--- src/rtl/mem_stage_pkg.sv ---
// Shared definitions for the memory stage: branch condition codes, flag bit
// positions and the access FSM state encoding.
package mem_stage_pkg;

    typedef enum logic [2:0] {
        BNEQ    = 3'd0,
        BEQ     = 3'd1,
        BGT     = 3'd2,
        BLT     = 3'd3,
        BGTE    = 3'd4,
        BLTE    = 3'd5,
        BOVFL   = 3'd6,
        BUNCOND = 3'd7
    } branchOp_e;

    typedef enum logic [1:0] {
        IDLE = 2'd0,
        WAIT = 2'd1,
        DONE = 2'd2
    } memState_e;

    // flags bus is packed as {N, Z, V}
    localparam int FLAG_N = 2;
    localparam int FLAG_Z = 1;
    localparam int FLAG_V = 0;

endpackage

--- src/rtl/mem_stage_branch.sv ---
// Combinational branch condition evaluation from the {N,Z,V} flags.
module branch_resolve
    import mem_stage_pkg::*;
(
    input  logic [2:0] flags,
    input  logic [2:0] branch_op,
    output logic       cond
);

    logic flagN;
    logic flagZ;
    logic flagV;

    assign flagN = flags[FLAG_N];
    assign flagZ = flags[FLAG_Z];
    assign flagV = flags[FLAG_V];

    always_comb begin
        cond = 1'b0;
        case (branchOp_e'(branch_op))
            BNEQ:    cond = !flagZ;
            BEQ:     cond = flagZ;
            BGT:     cond = !flagZ && !flagN;
            BLT:     cond = flagN;
            BGTE:    cond = !flagN;
            BLTE:    cond = flagN || flagZ;
            BOVFL:   cond = flagV;
            BUNCOND: cond = 1'b1;
            default: cond = 1'b0;
        endcase
    end

endmodule

--- src/rtl/mem_stage.sv ---
// Memory stage: branch/jump resolution plus a single-outstanding data-memory
// access FSM. Define MEM_TIMEOUT_EN to add the WAIT-state watchdog.
module mem_stage
    import mem_stage_pkg::*;
#(
    parameter int DATA_W      = 16,
    parameter int ADDR_W      = 16,
    parameter int TIMEOUT_CYC = 255
) (
    input  logic              clk,
    input  logic              rst,
    input  logic [ADDR_W-1:0] mem_addr,
    input  logic [DATA_W-1:0] wr_data,
    input  logic              mem_rd,
    input  logic              mem_wr,
    input  logic [2:0]        flags,
    input  logic [2:0]        branch_op,
    input  logic              saw_br,
    input  logic              saw_j,
    output logic [DATA_W-1:0] rd_data,
    output logic              rd_valid,
    output logic              pc_src,
    output logic              stall,
    output logic              mem_err,
    output logic              dm_req,
    output logic              dm_we,
    output logic [ADDR_W-1:0] dm_addr,
    output logic [DATA_W-1:0] dm_wdata,
    input  logic              dm_ready,
    input  logic [DATA_W-1:0] dm_rdata
);

    memState_e state;
    memState_e nextState;
    logic      cond;
    logic      oneReq;
    logic      badReq;
    logic      accept;
    logic      complete;
    logic      expired;
    logic      timeout;

    branch_resolve uBranch (
        .flags     (flags),
        .branch_op (branch_op),
        .cond      (cond)
    );

    assign pc_src = (saw_br && cond) || saw_j;

    assign oneReq = mem_rd ^ mem_wr;
    assign badReq = mem_rd && mem_wr;

    always_comb begin
        nextState = state;
        accept    = 1'b0;
        complete  = 1'b0;
        expired   = 1'b0;
        case (state)
            IDLE: begin
                if (oneReq) begin
                    accept    = 1'b1;
                    nextState = WAIT;
                end
            end
            WAIT: begin
                // a ready arriving with the timeout still counts as success
                if (dm_ready) begin
                    complete  = 1'b1;
                    nextState = DONE;
                end else if (timeout) begin
                    expired   = 1'b1;
                    nextState = DONE;
                end
            end
            DONE:    nextState = IDLE;
            default: nextState = IDLE;
        endcase
    end

    // stall is gated by rst because state is already IDLE while rst is high
    assign stall = !rst && ((state == IDLE && oneReq) || state == WAIT);

    always_ff @(posedge clk or posedge rst) begin
        if (rst) begin
            state <= IDLE;
        end else begin
            state <= nextState;
        end
    end

    always_ff @(posedge clk or posedge rst) begin
        if (rst) begin
            dm_req   <= 1'b0;
            dm_we    <= 1'b0;
            dm_addr  <= '0;
            dm_wdata <= '0;
            rd_data  <= '0;
            rd_valid <= 1'b0;
            mem_err  <= 1'b0;
        end else begin
            rd_valid <= 1'b0;
            mem_err  <= 1'b0;
            if (accept) begin
                dm_req   <= 1'b1;
                dm_we    <= mem_wr;
                dm_addr  <= mem_addr;
                dm_wdata <= wr_data;
            end
            if (state == IDLE && badReq) begin
                mem_err <= 1'b1;
            end
            if (complete) begin
                dm_req <= 1'b0;
                if (!dm_we) begin
                    rd_data  <= dm_rdata;
                    rd_valid <= 1'b1;
                end
            end
            if (expired) begin
                dm_req  <= 1'b0;
                mem_err <= 1'b1;
            end
        end
    end

`ifdef MEM_TIMEOUT_EN
    localparam int CNT_W = $clog2(TIMEOUT_CYC + 1);
    localparam logic [CNT_W-1:0] LAST_CNT = CNT_W'(TIMEOUT_CYC - 1);

    logic [CNT_W-1:0] waitCnt;

    // waitCnt holds the number of WAIT cycles already elapsed
    assign timeout = (state == WAIT) && (waitCnt == LAST_CNT);

    always_ff @(posedge clk or posedge rst) begin
        if (rst) begin
            waitCnt <= '0;
        end else if (accept) begin
            waitCnt <= '0;
        end else if (state == WAIT && !dm_ready) begin
            waitCnt <= waitCnt + 1'b1;
        end
    end
`else
    assign timeout = 1'b0;
`endif

endmodule

--- config.mk ---
export PLATFORM = sky130hd
export DESIGN_NAME = mem_stage
export DESIGN_NICKNAME = d
export VERILOG_FILES = /design/src/rtl/mem_stage_pkg.sv /design/src/rtl/mem_stage_branch.sv /design/src/rtl/mem_stage.sv
export SDC_FILE = /design/constraint.sdc
export NUM_CORES = 1
export LEC_CHECK = 0
export CORE_MARGIN = 8
export CORE_UTILIZATION = 50
export DETAILED_ROUTE_END_ITERATION = 7
export DONT_BUFFER_PORTS = 1
export GPL_TIMING_DRIVEN = 0
export HOLD_SLACK_MARGIN = 0.06
export PLACE_DENSITY = 0.69
export SLEW_MARGIN = 20
export SYNTH_ARGS = -nofsm -noshare
export SYNTH_HDL_FRONTEND = slang
export SYNTH_HIERARCHICAL = 1
export SYNTH_SLANG_ARGS = --single-unit
--- constraint.sdc ---
create_clock -name clk -period 4.3 [get_ports clk]
set_clock_uncertainty 0.05 [all_clocks]
set_input_delay 1.29 -clock clk [delete_from_list [all_inputs] [get_ports clk]]
set_output_delay 1.29 -clock clk [all_outputs]
set_load 0.005 [all_outputs]
==> flow_summary.json, run 1 <==
{
  "ys_warn_count": 6,
  "path_depth": 4,
  "fmax_ghz": 0.293,
  "diodes": 0,
  "grtUsageTotal_pct": 13.3,
  "cp_cell_sequence": "and2_4 > a2111oi_2 > a311oi_2 > a21o_1",
  "insertion_delay_ps": 290,
  "synth.avg_cell_area_um2": 16.0,
  "min_to": "dm_wdata[4]",
  "maxSlewHeadroom_pct": 67.5,
  "critPathKind": "input pin to primary output",
  "layout.cells.most_common_list": "54 x dfrtp_1, 49 x mux2_2, 6 x clkbuf_8",
  "leakage_nw": 0.992,
  "die_area_um2": 6600,
  "hold_depth": 1,
  "synth_top_area_share_pct": 63.5,
  "fin_cells": 191,
  "seq_area_um2": 1350,
  "num_vias": 1113,
  "final_hold_viol_count": 0,
  "wirelength_um": 4450,
  "drc": 0,
  "ys_ff_latch": 54,
  "max_stage_delay_ps": 390,
  "placedCellCount": 184,
  "crit_family": "compound AO/OA/AOI/OAI gates",
  "cts-resized-gates": 0,
  "setup_viol": 0,
  "status": "completed",
  "fin_nets": 203,
  "syn-cell-area_um2": 2130,
  "syn_nets": 195,
  "drt-initial-drc-count": 36,
  "worst_ep_required_time_ps": 2960,
  "synthDistinctLibCells": 22,
  "met1_usage_pct": 12.6,
  "r2r_end": "dm_wdata[11]",
  "path_buf_inv": 0,
  "pin_count": 115,
  "wl_per_cell_um": 23.3,
  "die_x_um": 81.2,
  "hold_class": "register to register",
  "initial_core_util_pct": 52.5,
  "min_from": "dm_wdata[4]",
  "maxCapViolations": 0,
  "clk_pin_slew_worst_paths_ps": 90,
  "seq_area_frac_synth_pct": 63.5,
  "grt_util_met2_pct": 23.6,
  "numCtsBuffers": 5,
  "cts.htree.levels": 2,
  "crit_path_start_kind": "input pin",
  "post_cts_buffers": 0,
  "globalRouteOverflowTotal": 0,
  "cts_tree": "done",
  "cts_sinks": 54,
  "netlist_top_cells_area": "dfrtp_1 63%, mux2_2 26%, buf_4 1.1%",
  "first_global_vias": 1304,
  "worstRegToRegCells": 3,
  "netlist_instances": 133,
  "top_usage_layer": "met2",
  "fin_crit_sh_pct": 79.4,
  "reg2reg_slack_ps": 2540,
  "max_slew.worst_pin.slew_ps": 485,
  "synth.largest_area_cell": "dfrtp_1",
  "vias_per_cell": 5.83,
  "std_cell_rows": 23,
  "crit_slowest_cell": "a2111oi_2",
  "power_density_nw_per_um2": 741,
  "startpoint": "branch_op[0]",
  "die_y_um": 81.2,
  "hpwl_um": 3640,
  "postCtsHoldBufs": 0,
  "period_minus_slack_ps": 3410,
  "setup_tns_ps": 0,
  "layout-drive-gt1-share_pct": 48.2,
  "ant_nets": 0,
  "core_area_um2": 4060,
  "layout_commonest_cell": "dfrtp_1",
  "drt-pass1-iter-count": 3,
  "critical_path_arrival_ps": 2070,
  "grt_max_degree": 35,
  "vdd_drop_max_uv": 399,
  "cts_buffer_depth": 2,
  "rsz0062_at_grt": "false",
  "antenna_found_initial": 0,
  "r2r_start": "state[1]",
  "multi_input_area_um2": 724,
  "fillers": 302,
  "met3_usage_pct": 7.84,
  "worst-path-max-fanout": 4,
  "end_kind": "primary output",
  "syn_to_final_growth_pct": 9.17,
  "io_buffers": 0,
  "drv_slew": 0,
  "grt_pass1_wl_um": 6680,
  "cts_root_buffer": "clkbuf_8",
  "gp_congestion": 0.656
}
-- synth_stat cells --
cell type,n
o21ai_0,3
nor3b_2,1
and2_4,1
dfrtp_1,54
buf_6,1
nand2_1,1
inv_1,5
ha_1,1
and4b_2,1
a21oi_1,2
mux2i_1,1
a311oi_2,1
nor3_4,1
nor3b_1,1
buf_4,3
a21o_1,1
mux2_2,49
nand2b_1,1
nor2_1,2
a211oi_1,1
nor4_1,1
a2111oi_2,1
-- per-layer routing --
layer	wire, µm	share of wire [%]
met5	0	0
met4	44	0.99
met3	658	15
met2	2320	52
met1	1430	32
-- worst register-to-register path, stage by stage, from the launching register on --
cell     delay (ps)
dfrtp_1         480
nor3b_2         480
buf_4           280
mux2_2          360
-- power breakdown --
part           leakage (nW)  total, W  internal (W)  switching (W)
combinational         0.296  0.000411      0.000264       0.000147
sequential            0.639  0.000979      0.000762       0.000217
clock                0.0573  0.000331      0.000186       0.000145
-- worst max-delay path by stage --
| stage | to | slack, ps |
|---|---|---|
| after floorplan | pc_src | 940 |
| after global placement | pc_src | 920 |
| after detailed placement | pc_src | 870 |
| after CTS | pc_src | 870 |
| after global routing | pc_src | 860 |
| final | pc_src | 890 |
-- registers in the layout (all words and copies together) (netlist names) --
name / cells
dm_addr: 16
dm_req: 1
dm_wdata: 16
dm_we: 1
mem_err: 1
rd_data: 16
rd_valid: 1
state: 2
-- cell type report --
cell class	count	area share, %
Sequential cell	54	58.2
Clock inverter	1	1.29
Tap cell	50	2.69
Clock buffer	6	3.55
Multi-Input combinational cell	70	31.2
Inverter	5	0.808
Timing Repair Buffer	1	0.862
Buffer	4	1.45
-- metrics by stage --
stage                     instance area, µm²  power (W)  hold WS, ps  utilization [%]  setup WS [ps]
after CTS                               2320    0.00176          503             57.3            875
after floorplan                         2130    0.00128          447                -            942
after detailed placement                2210    0.00143          482             54.5            875
after global placement                  2190    0.00138          482             54.0            923
after global routing                    2320    0.00183          508             57.3            858
final                                   2320    0.00172          495             57.3            886
-- kinds of logic after synthesis --
logic type               Yosys count  synth area share [%]
buffers and inverters              9                  2.47
AO/OA/AOI/OAI                      9                  3.29
AND/OR/NAND/NOR                   10                  3.76
adder cells (fa/ha/maj)            1                 0.588
multiplexers                      50                  26.4
flip-flops                        54                  63.5
Note: power is estimated with default switching activity, not from simulation.
==> inputs of run 2 (changes only) <==
PLACE_DENSITY = 0.72   (was 0.69)
clock period = 2.9 ns   (was 4.3 ns; I/O delays follow)
==> run 2 against run 1 <==
Net effect:
- clock power rose by 25%
- final cell count increased by 0.52%
- largest cell class unchanged
- non-clock buffer count unchanged
- core utilization decreased by 0.52 points
- largest power group unchanged
- sequential power is 48% higher
- die area is the same
- clock-buffer cell count increased by 1
- worst setup slack worse by 590 ps
- power up 43%
- first-iteration DRC count fell by 61%
- combinational power grew 46%
==> flow_summary.json, run 2 (same netlist as run 1, synthesis figures left out) <==
{
  "final_cell_area_um2": 2300,
  "die_y_um": 81.2,
  "num_vias": 1096,
  "gp_congestion": 0.690,
  "fmax_ghz": 0.385,
  "die_x_um": 81.2,
  "diodes": 0,
  "cts_buffer_depth": 2,
  "power_w": 0.00246,
  "vias_per_cell": 5.71,
  "globalRouteOverflowTotal": 0,
  "wl_met3_um": 644,
  "io_buffers": 0,
  "grt_pass1_wl_um": 6470,
  "cts-resized-gates": 0,
  "met1_length_um": 1470,
  "rsz0062_at_grt": "false",
  "pin_count": 115,
  "critical_path_arrival_ps": 1680,
  "syn_to_final_growth_pct": 8.17,
  "fillers": 332,
  "max_slew.worst_pin.slew_ps": 467,
  "worst-path-max-fanout": 4,
  "clk_pin_slew_worst_paths_ps": 90,
  "cts_tree": "done",
  "period_minus_slack_ps": 2600,
  "worst_ep_required_time_ps": 1980,
  "cts_sinks": 54,
  "fin_crit_sh_pct": 89.7,
  "std_cell_rows": 23,
  "postCtsHoldBufs": 0,
  "wirelength_um": 4300,
  "vdd_drop_max_uv": 472,
  "drc": 0,
  "setup_ws_ps": 300,
  "maxSlewHeadroom_pct": 68.7,
  "fin_nets": 203,
  "cts.htree.levels": 2,
  "drt-initial-drc-count": 14,
  "cts_root_buffer": "clkbuf_8",
  "layout.cells.most_common_list": "54 x dfrtp_1, 49 x mux2_2, 6 x clkbuf_8",
  "drv_slew": 0,
  "status": "completed",
  "first_global_vias": 1223,
  "initial_core_util_pct": 52.5,
  "critPathKind": "input pin to primary output",
  "leakage_nw": 0.983,
  "dpl_cell_area_um2": 2210,
  "utilization_pct": 56.7,
  "hold_class": "input pin to async pin",
  "place_ws_ps": 313,
  "grt_max_degree": 36,
  "core_area_um2": 4060,
  "post_cts_buffers": 0,
  "wl_per_cell_um": 22.4,
  "crit_path_start_kind": "input pin",
  "reg_top3": "dm_addr x16, dm_wdata x16, rd_data x16",
  "layout_commonest_cell": "dfrtp_1",
  "antenna_found_initial": 0,
  "power_density_nw_per_um2": 1070,
  "ant_nets": 0,
  "insertion_delay_ps": 290,
  "numCtsBuffers": 5,
  "layout-drive-gt1-share_pct": 47.9,
  "end_kind": "primary output",
  "maxCapViolations": 0,
  "top_layer": "met4",
  "final_hold_viol_count": 0,
  "setup_viol": 0,
  "setup_tns_ps": 0,
  "drt-pass1-iter-count": 2,
  "hpwl_um": 3440,
  "wl_met2_um": 2160,
  "die_area_um2": 6600,
  "grtUsageTotal_pct": 12.8
}
## run 2: routing by layer
| metal | vias to the layer above | GRT usage [%] |
|---|---|---|
| met4 | 0 | 3.21 |
| met1 | 544 | 12.5 |
| met2 | 66 | 21.7 |
| met3 | 4 | 8.72 |
| li1 | 482 | - |
| met5 | - | 0 |
## run 2: worst paths after layout
| path | from | end | slack, ps | cells past startpoint |
|---|---|---|---|---|
| max in group asynchronous | rst | dm_addr[0] | 1890 | 2 |
| worst max register to register | state[1] | dm_addr[8] | 1160 | 3 |
| worst max-delay path | branch_op[0] | pc_src | 300 | 4 |
| worst min register to register | dm_addr[3] | dm_addr[3] | 490 | 1 |
| worst min-delay path | rst | rd_data[11] | 390 | 1 |
| min in group clk | dm_addr[3] | dm_addr[3] | 490 | 1 |
## run 2: area by class of cell
cell class / count / area (µm²) / area share [%]
Multi-Input combinational cell: 70 / 724 / 31.5
Clock buffer: 7 / 86.3 / 3.75
Sequential cell: 54 / 1350 / 58.7
Tap cell: 50 / 62.6 / 2.72
Timing Repair Buffer: 1 / 20.0 / 0.870
Clock inverter: 1 / 5.00 / 0.217
Buffer: 4 / 33.8 / 1.47
Inverter: 5 / 18.8 / 0.815
## run 2: stage by stage
stage | hold WS (ps) | instances
floorplan | 447 | 133
global placement | 479 | 183
detailed placement | 483 | 184
CTS | 401 | 192
global route | 414 | 192
finish | 387 | 192
## run 2: power breakdown
part	leakage, nW	internal, W	total [W]	switching [W]
combinational	0.296	0.000390	0.000601	0.000211
clock	0.0482	0.000193	0.000413	0.000220
sequential	0.639	0.00113	0.00145	0.000320
## run 2: worst max-delay path, stage by stage
cell and delay [ps]:
and2_4 140, a2111oi_2 420, a311oi_2 60, a21o_1 190
==> inputs of run 3 (changes only) <==
PLACE_DENSITY = 0.73   (was 0.72)
==> run 3 against run 2 <==
Net effect:
- sequential power about the same
- maximum frequency up 2.1%
- hold slack better by 78 ps
- non-clock buffer count unchanged
- register-to-register slack better by 20 ps
- first-iteration DRC count up 7.1%
- core utilization up 0.19 points
- clock-buffer cell count unchanged
- sequential cell count unchanged
- critical path depth unchanged
- critical endpoint unchanged
- largest power group unchanged
==> flow_summary.json, run 3 (same netlist as run 1, synthesis figures left out) <==
{
  "status": "completed",
  "drt-initial-drc-count": 15,
  "first_global_vias": 1208,
  "syn_to_final_growth_pct": 8.52,
  "fmax_ghz": 0.393,
  "fin_nets": 203,
  "leakage_nw": 0.987,
  "postCtsHoldBufs": 0,
  "io_buffers": 0,
  "post_cts_buffers": 0,
  "grtUsageTotal_pct": 12.6,
  "die_area_um2": 6600,
  "crit_path_start_kind": "input pin",
  "p_int_w": 0.00171,
  "diodes": 0,
  "drt-pass1-iter-count": 2,
  "cts_root_buffer": "clkbuf_8",
  "setup_tns_ps": 0,
  "worst-path-max-fanout": 4,
  "grt_pass1_wl_um": 6290,
  "placedCellCount": 184,
  "cts.htree.levels": 2,
  "pin_count": 115,
  "reg_top3": "dm_addr x16, dm_wdata x16, rd_data x16",
  "p_sw_share_pct": 30.3,
  "critPathKind": "input pin to primary output",
  "layout-drive-gt1-share_pct": 47.9,
  "num_vias": 1103,
  "layout.cells.most_common_list": "54 x dfrtp_1, 49 x mux2_2, 6 x clkbuf_8",
  "setup_viol": 0,
  "final_cell_area_um2": 2310,
  "drv_slew": 0,
  "cts-resized-gates": 0,
  "antenna_found_initial": 0,
  "hold_class": "input pin to async pin",
  "die_x_um": 81.2,
  "fin_crit_sh_pct": 87.8,
  "maxCapViolations": 0,
  "p_clk_share_pct": 16.5,
  "layout_commonest_cell": "dfrtp_1",
  "wl_per_cell_um": 21.7,
  "hpwl_um": 3420,
  "period_minus_slack_ps": 2550,
  "cts_tree": "done",
  "vdd_drop_max_uv": 502,
  "dpl_cell_area_um2": 2220,
  "clk_pin_slew_worst_paths_ps": 80,
  "end_kind": "primary output",
  "globalRouteOverflowTotal": 0,
  "initial_core_util_pct": 52.5,
  "fin_cells": 192,
  "cts_sinks": 54,
  "gp_congestion": 0.694,
  "vias_per_cell": 5.74,
  "ant_nets": 0,
  "critical_path_arrival_ps": 1630,
  "final_hold_viol_count": 0,
  "wirelength_um": 4170,
  "insertion_delay_ps": 290,
  "numCtsBuffers": 5,
  "worst_ep_required_time_ps": 1980,
  "std_cell_rows": 23,
  "p_sw_w": 0.000745,
  "power_frac_comb_pct": 24.5,
  "grt_max_degree": 29,
  "fillers": 327,
  "drc": 0,
  "maxSlewHeadroom_pct": 60.5,
  "die_y_um": 81.2,
  "cts_buffer_depth": 2,
  "power_density_nw_per_um2": 1060,
  "rsz0062_at_grt": "false",
  "pwr-share-seq_pct": 59.0,
  "max_slew.worst_pin.slew_ps": 592,
  "core_area_um2": 4060
}
[run 3: worst max-delay path, cell delays in order]
cell,delay (ps)
and2_4,130
a2111oi_2,380
a311oi_2,60
a21o_1,180
[run 3: area by class of cell]
class                           count  area (µm²)  area share [%]
Buffer                              4        33.8            1.46
Sequential cell                    54        1350            58.5
Tap cell                           50        62.6            2.71
Clock buffer                        7        86.3            3.74
Clock inverter                      1        5.00           0.217
Inverter                            5        18.8           0.813
Multi-Input combinational cell     70         724            31.4
Timing Repair Buffer                1        27.5            1.19
[run 3: worst paths after layout]
check                        startpoint  slack [ps]          end  depth (start not counted)
max                        branch_op[0]         350       pc_src                          4
min                                 rst         470   rd_data[8]                          1
max reg2reg                    state[1]        1180   dm_addr[2]                          3
min reg2reg                 dm_wdata[3]         490  dm_wdata[3]                          1
max in group asynchronous           rst        1820  dm_addr[11]                          2
min in group clk            dm_wdata[3]         490  dm_wdata[3]                          1
[run 3: power groups by stage]
stage | clock network (W) | logic (W) | registers [W]
after floorplan | 0 | 0.000534 | 0.00136
after global placement | 0 | 0.000572 | 0.00147
after detailed placement | 0 | 0.000623 | 0.00148
after CTS | 0.000424 | 0.000618 | 0.00147
after global routing | 0.000456 | 0.000662 | 0.00150
final | 0.000407 | 0.000602 | 0.00145
[run 3: metal layers]
layer,vias up,wire (µm),global-route usage [%]
li1,483,-,-
met1,544,1350,12.9
met2,70,2120,20.6
met3,6,643,8.06
met4,0,45,4.29
met5,-,0,0
[run 3: per-stage QoR]
stage | total power [W] | util, % | hold WS [ps] | setup WS (ps)
3_3_place_gp | 0.00204 | 54.0 | 480 | 311
2_1_floorplan | 0.00190 | - | 447 | 382
6_report | 0.00246 | 56.9 | 465 | 352
4_1_cts | 0.00251 | 56.9 | 473 | 346
5_1_grt | 0.00262 | 56.9 | 503 | 323
3_5_place_dp | 0.00210 | 54.7 | 482 | 346
